[config.mk]
export PLATFORM = sky130hd
export DESIGN_NAME = alu_result_display
export DESIGN_NICKNAME = d
export VERILOG_FILES = /design/src/rtl/alu_result_display_pkg.sv /design/src/rtl/alu_result_display_hex7seg.sv /design/src/rtl/alu_result_display.sv
export SDC_FILE = /design/constraint.sdc
export NUM_CORES = 1
export LEC_CHECK = 0
export CORE_MARGIN = 1
export CORE_UTILIZATION = 50
export CTS_BUF_LIST = sky130_fd_sc_hd__clkbuf_2
export DETAILED_ROUTE_END_ITERATION = 8
export PLACE_DENSITY = 0.75
export RECOVER_POWER = 50
export SLEW_MARGIN = 20
export SYNTH_ARGS = -nofsm -noshare
export SYNTH_HDL_FRONTEND = slang
export SYNTH_SLANG_ARGS = --single-unit
[constraint.sdc]
create_clock -name clk -period 3.6 [get_ports clk]
set_clock_uncertainty 0.1 [all_clocks]
set_input_delay 0.54 -clock clk [delete_from_list [all_inputs] [get_ports clk]]
set_output_delay 0.54 -clock clk [all_outputs]
set_load 0.02 [all_outputs]
[src/rtl/alu_result_display_pkg.sv]
// ============================================================================
// Module : alu_result_display_pkg
// Brief  : Shared state encoding and 7-segment constants for the result display
// Rev    : 1.0  initial release
// ============================================================================
`default_nettype none

package alu_result_display_pkg;

    typedef enum logic [1:0] {
        IDLE = 2'd0,
        SHOW = 2'd1,
        FREE = 2'd2
    } state_t;

    // Segments g..a on bits 6..0, indexed by nibble value
    localparam logic [15:0][6:0] c_seg_table = {
        7'h71, 7'h79, 7'h5E, 7'h39, 7'h7C, 7'h77, 7'h6F, 7'h7F,
        7'h07, 7'h7D, 7'h6D, 7'h66, 7'h4F, 7'h5B, 7'h06, 7'h3F
    };

    localparam logic [6:0] c_seg_e     = 7'h79;
    localparam logic [6:0] c_seg_r     = 7'h50;
    localparam logic [6:0] c_seg_blank = 7'h00;

endpackage

`default_nettype wire

[src/rtl/alu_result_display_hex7seg.sv]
// ============================================================================
// Module : hex7seg
// Brief  : Combinational hex nibble to active-high 7-segment decode
// Rev    : 1.0  initial release
// ============================================================================
`default_nettype none

module hex7seg
    import alu_result_display_pkg::*;
(
    input  logic [3:0] nibble,
    output logic [6:0] segments
);

    assign segments = c_seg_table[nibble];

endmodule

`default_nettype wire

[src/rtl/alu_result_display.sv]
// ============================================================================
// Module : alu_result_display
// Brief  : Captures an ALU result and scans it across eight 7-segment digits
// Rev    : 1.0  initial release
// ============================================================================
`default_nettype none

module alu_result_display
    import alu_result_display_pkg::*;
#(
    parameter int SCAN_DIV   = 50000,
    parameter int HOLD_SCANS = 4
) (
    input  logic        clk,
    input  logic        rst,
    input  logic        result_valid,
    output logic        result_ready,
    input  logic [31:0] result,
    input  logic        error,
    input  logic        divZero,
    output logic [6:0]  display,
    output logic [7:0]  digit_en,
    output logic        shown_err
);

    localparam int PRE_W  = $clog2(SCAN_DIV);
    localparam int HOLD_W = $clog2(HOLD_SCANS + 1);

    state_t              r_state;
    state_t              w_next_state;
    logic [PRE_W-1:0]    r_presc;
    logic [2:0]          r_idx;
    logic [HOLD_W-1:0]   r_hold;
    logic [31:0]         r_result;
    logic                r_err;
    logic                r_dz;

    logic                w_transfer;
    logic                w_tick;
    logic                w_wrap;
    logic                w_hold_done;
    logic [3:0]          w_nibble;
    logic [6:0]          w_hex_seg;
    logic [6:0]          w_display;
    logic [7:0]          w_digit_en;

    assign w_transfer  = result_valid & result_ready;
    assign w_tick      = (r_presc == PRE_W'(SCAN_DIV - 1));
    assign w_wrap      = w_tick & (r_idx == 3'd7);
    assign w_hold_done = w_wrap & (r_hold == HOLD_W'(HOLD_SCANS - 1));

    always_comb begin
        w_next_state = r_state;
        unique case (r_state)
            IDLE:    if (w_transfer)  w_next_state = SHOW;
            SHOW:    if (w_hold_done) w_next_state = FREE;
            FREE:    if (w_transfer)  w_next_state = SHOW;
            default: w_next_state = IDLE;
        endcase
    end

    always_ff @(posedge clk) begin
        if (rst) begin
            r_state  <= IDLE;
            r_presc  <= '0;
            r_idx    <= '0;
            r_hold   <= '0;
            r_result <= '0;
            r_err    <= 1'b0;
            r_dz     <= 1'b0;
        end else begin
            r_state <= w_next_state;
            if (w_transfer) begin
                r_result <= result;
                r_err    <= error;
                r_dz     <= divZero;
                r_presc  <= '0;
                r_idx    <= '0;
                r_hold   <= '0;
            end else if (r_state != IDLE) begin
                r_presc <= w_tick ? '0 : r_presc + PRE_W'(1);
                if (w_tick) begin
                    r_idx <= r_idx + 3'd1;
                end
                // Holdoff only advances while a fresh value is being protected
                if (w_wrap && r_state == SHOW) begin
                    r_hold <= r_hold + HOLD_W'(1);
                end
            end
        end
    end

    assign w_nibble = r_result[{r_idx, 2'b00} +: 4];

    hex7seg u_hex7seg (
        .nibble   (w_nibble),
        .segments (w_hex_seg)
    );

    always_comb begin
        w_display  = c_seg_blank;
        w_digit_en = '0;
        if (r_state != IDLE) begin
            w_digit_en = 8'b1 << r_idx;
            if (r_err || r_dz) begin
                // "E" then "r" (divide by zero) or "0" (overflow), rest blank
                unique case (r_idx)
                    3'd0:    w_display = c_seg_e;
                    3'd1:    w_display = r_dz ? c_seg_r : c_seg_table[0];
                    default: w_display = c_seg_blank;
                endcase
            end else begin
                w_display = w_hex_seg;
            end
        end
    end

    always_ff @(posedge clk) begin
        if (rst) begin
            display      <= c_seg_blank;
            digit_en     <= '0;
            shown_err    <= 1'b0;
            result_ready <= 1'b1;
        end else begin
            display      <= w_display;
            digit_en     <= w_digit_en;
            shown_err    <= (r_state != IDLE) & (r_err | r_dz);
            result_ready <= (w_next_state != SHOW);
        end
    end

endmodule

`default_nettype wire

# [Word level (Yosys, flattened, before mapping)]
# Memory sizes are Yosys's and may differ from the RTL's.
# Cells that the tools add are included.
[classes] addsub=3 n_lt_le_gt_ge=1 bitwise_logic=6 reduce_logical=10 eq_ne=7 muxes=8 n_shift=2
[ops] cell="$shiftx 32x6->4" n=1
[ops] cell="$mux 7" n=3
[ops] cell="$add 16x1->16 const B" n=1
[ops] cell="$eq 16x16->1 const B" n=1
[ops] cell="$mux 16" n=1
[ops] cell="$pmux 7 s2" n=1
[ops] cell="$shl 1x3->8 const A" n=1
[ops] cell="$add 3x1->3 const B" n=2
[ops] cell="$reduce_or 2->1" n=3
[ops] cell="$lt 4x5->1 const B" n=1
[ops] cell="$and 1x1->1" n=4
[ops] cell="$mux 2" n=2
[ops] cell="$pmux 2 s2" n=1
[ops] cell="$reduce_and 2->1" n=2
[ops] cell="$eq 3x1->1 const B" n=1
[ops] cell="$eq 3x2->1 const B" n=1
[ops] cell="$eq 3x3->1 const B" n=1
[ops] cell="$logic_not 3->1" n=1
[ops] cell="$eq 2x1->1 const B" n=1
[ops] cell="$eq 2x2->1 const B" n=1
[ops] cell="$logic_not 2->1" n=1
[ops] cell="$ne 2x1->1 const B" n=1
[ops] cell="$reduce_bool 2->1" n=1
[ops] cell="$logic_and 1x1->1" n=1
[ops] cell="3 further kinds" n=3
[word_totals] n_memories=1 wordCells=49 rom_bits=112 regBits=75 in_bits=37 output_inout_bits=17
[memory_table] name="(name not given)" words=16 width=7 rd=1 rd_ports_with_merged_regs=0 wr=0 line_no="alu_result_display_hex7seg.sv:15" text="assign segments = c_seg_table[nibble];"

# [Logic depth before layout (Yosys ltp)]
[depth] word_depth=6 depth_mapped=9

# [Hierarchy]
# From an unflattened synthesis, not the netlist that was laid out.
[hier_totals] cells_unflattened=392 area_unflattened_um2=3519.6
[by_module_without_submodules] module="alu_result_display" seq_area_each_um2=1501.4 area_per_inst_um2=3225.6 cells_per_inst=359 instances=1
[by_module_without_submodules] module="hex7seg" seq_area_each_um2=0.0 area_per_inst_um2=294.0 cells_per_inst=33 instances=1

# [Worst setup path after synthesis]
# Ideal clock, no wire load.
[synth_path] path_type="register to register" startpoint="register r_idx[0]" endpoint="register display[2]" stages_incl_launch_ff=9 path_buffers=1 arrival_time_ns=2.339 slack_ns=1.042 synth_period_minus_slack_ns=2.558 required_ns=3.382 path_cell_list="dfxtp_1 -> buf_6 -> mux4_1 -> mux2i_1 -> inv_1 -> ha_1 -> or3_2 -> nand3_1 -> a21oi_1"
[synth_via] elab_chain_len=4 word_cells_on_any_way=7 cone_classes="1 x eq/ne; 1 x shift; 3 x mux; 1 x reduce/logical; 1 x memory"
[synth_lines] element="start: declaration" line_no="alu_result_display.sv:32" text="logic [2:0] r_idx;"
[synth_lines] element="start signal: assignment" line_no="alu_result_display.sv:83" text="r_idx <= r_idx + 3'd1;"
[synth_lines] element="$shiftx 32x6->4" line_no="alu_result_display.sv:93" text="assign w_nibble = r_result[{r_idx, 2'b00} +: 4];"
[synth_lines] element="$mem_v2 16x7"
[synth_lines] element="$mux 7 (implied by the code)" line_no="alu_result_display_hex7seg.sv:15"
[synth_lines] element="$mux 7 *" line_no="alu_result_display.sv:105" text="if (r_err || r_dz) begin"
[synth_lines] element="end signal: assignment" line_no="alu_result_display.sv:120" text="display <= c_seg_blank;"
[synth_lines] element="end signal: assignment" line_no="alu_result_display.sv:125" text="display <= w_display;"
[synth_lines] element="end: declaration" line_no="alu_result_display.sv:21" text="output logic [6:0] display,"
# Mark *: on every way between the ends. The rest lies on a longest branch, timed or not. The select of a mux whose other input is x is not followed.
# A chain may end at the register's enable or synchronous reset.

# [Worst setup path in the final report]
[layout_path] startpoint="register r_idx[0]" endpoint="register display[3]"
# The elaborated chain is that of the path after synthesis.

==> results.md <==
- Area after DPL: 3950 um^2
- Initial Util: 52.63%
- Period minus WS final: 2.869 ns
- Slew of the pin with the lowest slew margin: 1.364 ns
- Yosys reg bits: 75
- Remaining antenna violation count after routing: 0
- Hold slack final: 0.3681 ns
- DIE WIDTH: 84.46 um
- Hold crit path type: reg2reg
- Hold Buf Count CTS: 0
- Pwr/cell area: 408.5 nW/um^2
- Crit-path max FO: 8
- Die Ht: 84.46 um
- Share of cells above drive strength 1: 7.425%
- Mean Syn Cell Area: 9.017 um^2
- Fin. max-slew vios: 0
- CP Launch Type: flip-flop
- I/O Buffers: 53
- Io pins: 54
- Post-CTS Setup Bufs: 0
- Sequential fraction of the synthesis area: 44.17%
- Syn_nets: 429
- Number of global-route vias before repair: 2,584
- Dominant synthesized flop cell: dfxtp_1
- Num Clock Sinks: 75
- Initial antenna violation count: 0
- H-tree levels: 3
- Largest net degree at the start of global routing: 37
- Clock tree root buffer cell: clkbuf_2
- Hpwl dp: 4826 um
- Num CTS Buffers: 9
- PostCTS Resize Cnt: 0
- Sequential power share: 52.9%
- Fmax: 348.6 MHz
- Total power: 1.674 mW
- RSZ-0062 raised after global routing: no
- Setup_tns: 0 ns
- Hold Fails Final Rpt: 0
- Row cnt: 29
- Yosys warning count: 0
- Failing checks: design-rule violations
- Global Route Usage Sum: 20.86%
- Mapped Cells: 377
- Crit Path Category: reg2reg
- Filler cell count: 560
- Critical path data required time: 3.89 ns
- Design area: 4099 um^2
- Vias per cell: 5.321
- Clock slew at the register clock pins of the worst setup and hold paths: 0.19 ns
- WP data arrival: 3.16 ns
- Setup Viol. Count Final: 0
- EDFF count, synth: 0
- Post-synthesis cell type count: 43
- Switching share of power: 24.41%
- Global route overflow: 0
- Vias: 2,703
- Psw: 408.6 uW
- CP endpoint kind: flip-flop
- Detailed Route WL: 6771 um
- Core area: 6459 um^2
- Drc violations: 4
- Internal power: 1.266 mW
- Die area: 7133 um^2
- Avg WL per Cell: 13.33 um
- GPL Wtd Cong: 0.8315
- Outcome: finished, violations left
- Ys async rst share: 0%
- Nets@finish: 478
- Post-Syn Area: 3400 um^2
- LEAKAGE: 1.580 nW
- Antenna fix cells: 0
- Final Core Density: 63.46%
- Slew HR: 9.066%
- Final Cycle Share: 79.69%
- Initial DRC Count: 170
- Area grow syn2layout: 20.57%
- DR pass1 iterations: 7
- Max Root-Sink Buffers: 2
- Max-cap check violation count: 0
- Worst skew pair latency: 0.53 ns
- Comb pwr share: 11.9%
- Maximum vdd ir drop: 230.6 uV
- Clock tree from TritonCTS: done
- First-pass GRT wire length: 11,740 um
- Clock power share: 35.2%
## worst paths after layout
kind,slack [ns],to,depth (start not counted),from
worst max-delay path,0.73,display[3],7,r_idx[0]
worst min-delay path,0.37,r_result[19],2,r_result[19]
worst max register to register,0.73,display[3],7,r_idx[0]
worst min register to register,0.37,r_result[19],2,r_result[19]
## kinds of logic (layout without fill, tap and decap cells)
group | Yosys count | after routing | synth area share [%]
AOI/OAI and AO/OA | 63 | 63 | 11.01
xor gates and xnor gates | 18 | 18 | 4.637
adders and majority gates | 15 | 15 | 5.521
buffers and inverters | 31 | 85 | 4.564
DFF | 75 | 75 | 44.17
muxes | 18 | 18 | 9.753
and+or+nand+nor | 157 | 157 | 20.35
## power by group through the flow
| stage | registers (mW) | logic, mW | clock network (mW) |
|---|---|---|---|
| global route | 0.891 | 0.221 | 0.628 |
| finish | 0.886 | 0.199 | 0.589 |
| floorplan | 0.904 | 0.116 | 0 |
| global placement | 0.903 | 0.195 | 0 |
| detailed placement | 0.903 | 0.200 | 0 |
| CTS | 0.886 | 0.201 | 0.596 |
## metal layers
layer	global-route usage (%)	vias up	part of all wire, %
met5	0	-	0
met4	9.245	0	1.8
met3	3.638	12	4.3
met2	34.72	66	48
met1	26.73	1243	46
li1	-	1382	-
## area by class of cell
type	count	area [um^2]	share of cell area, %
tap	77	96.34	2.350
clock inverter	5	101.3	2.473
clock buffer	11	55.05	1.343
multi-input combinational	271	1743	42.52
inverter	11	41.29	1.007
timing repair buffer	58	560.5	13.68
sequential	75	1501	36.63
## cells in the final DEF (no fill, tap or decap), drive strengths merged, types with 3 or more instances in the layout
master         Yosys  final
a21oi             41     41
and2               6      6
and3               5      5
buf                9      3
bufinv             0      3
clkbuf            11     13
clkdlybuf4s50      0     52
dfxtp             75     75
ha                15     15
inv               11     11
mux2               3      3
mux2i              7      7
mux4               8      8
nand2             83     83
nand2b             3      3
nand3              6      6
nand4              5      5
nor2              33     33
nor3               4      4
o21ai              7      7
o221ai             3      3
or2                3      3
xnor2              6      6
xor2              12     12
## state kept, by name, summed over array words and instances (netlist names)
| name | flops |
|---|---|
| digit_en | 8 |
| display | 7 |
| r_dz | 1 |
| r_err | 1 |
| r_hold | 3 |
| r_idx | 3 |
| r_presc | 16 |
| r_result | 32 |
| r_state | 2 |
| result_ready | 1 |
| shown_err | 1 |
## Yosys cell counts (2+ instances only)
cell | number | area (um^2)
a21oi_1 | 41 | 205.2
and2_1 | 6 | 37.54
and3_1 | 5 | 31.28
buf_1 | 3 | 11.26
buf_6 | 5 | 56.30
clkbuf_1 | 11 | 41.29
dfxtp_1 | 75 | 1501
ha_1 | 15 | 187.7
inv_1 | 11 | 41.29
mux2_2 | 3 | 33.78
mux2i_1 | 5 | 50.05
mux2i_4 | 2 | 45.04
mux4_1 | 6 | 157.7
mux4_2 | 2 | 45.04
nand2_1 | 83 | 311.6
nand2b_1 | 3 | 18.77
nand3_1 | 6 | 30.03
nand3b_1 | 2 | 15.01
nand4_1 | 5 | 31.28
nor2_1 | 33 | 123.9
nor3_1 | 4 | 20.02
nor4b_1 | 2 | 17.52
o2111ai_1 | 2 | 17.52
o211ai_1 | 2 | 15.01
o21ai_0 | 7 | 35.03
o221ai_1 | 3 | 26.28
or2_2 | 3 | 18.77
xnor2_1 | 6 | 52.55
xor2_1 | 12 | 105.1
## critical path: stages (launching register included)
cell and delay, ns:
dfxtp_1 0.50, clkbuf_1 0.42, mux4_1 0.63, mux2_2 0.33
inv_1 0.14, ha_1 0.28, o2111ai_1 0.22, o211ai_1 0.13
## per-stage QoR
stage | setup WS, ns | instances
CTS | 0.8867 | 508
global placement | 1.011 | 492
global route | 0.5788 | 508
detailed placement | 0.9391 | 492
finish | 0.7312 | 508
floorplan | 1.042 | 377
Power figures use the tool's default switching activity.
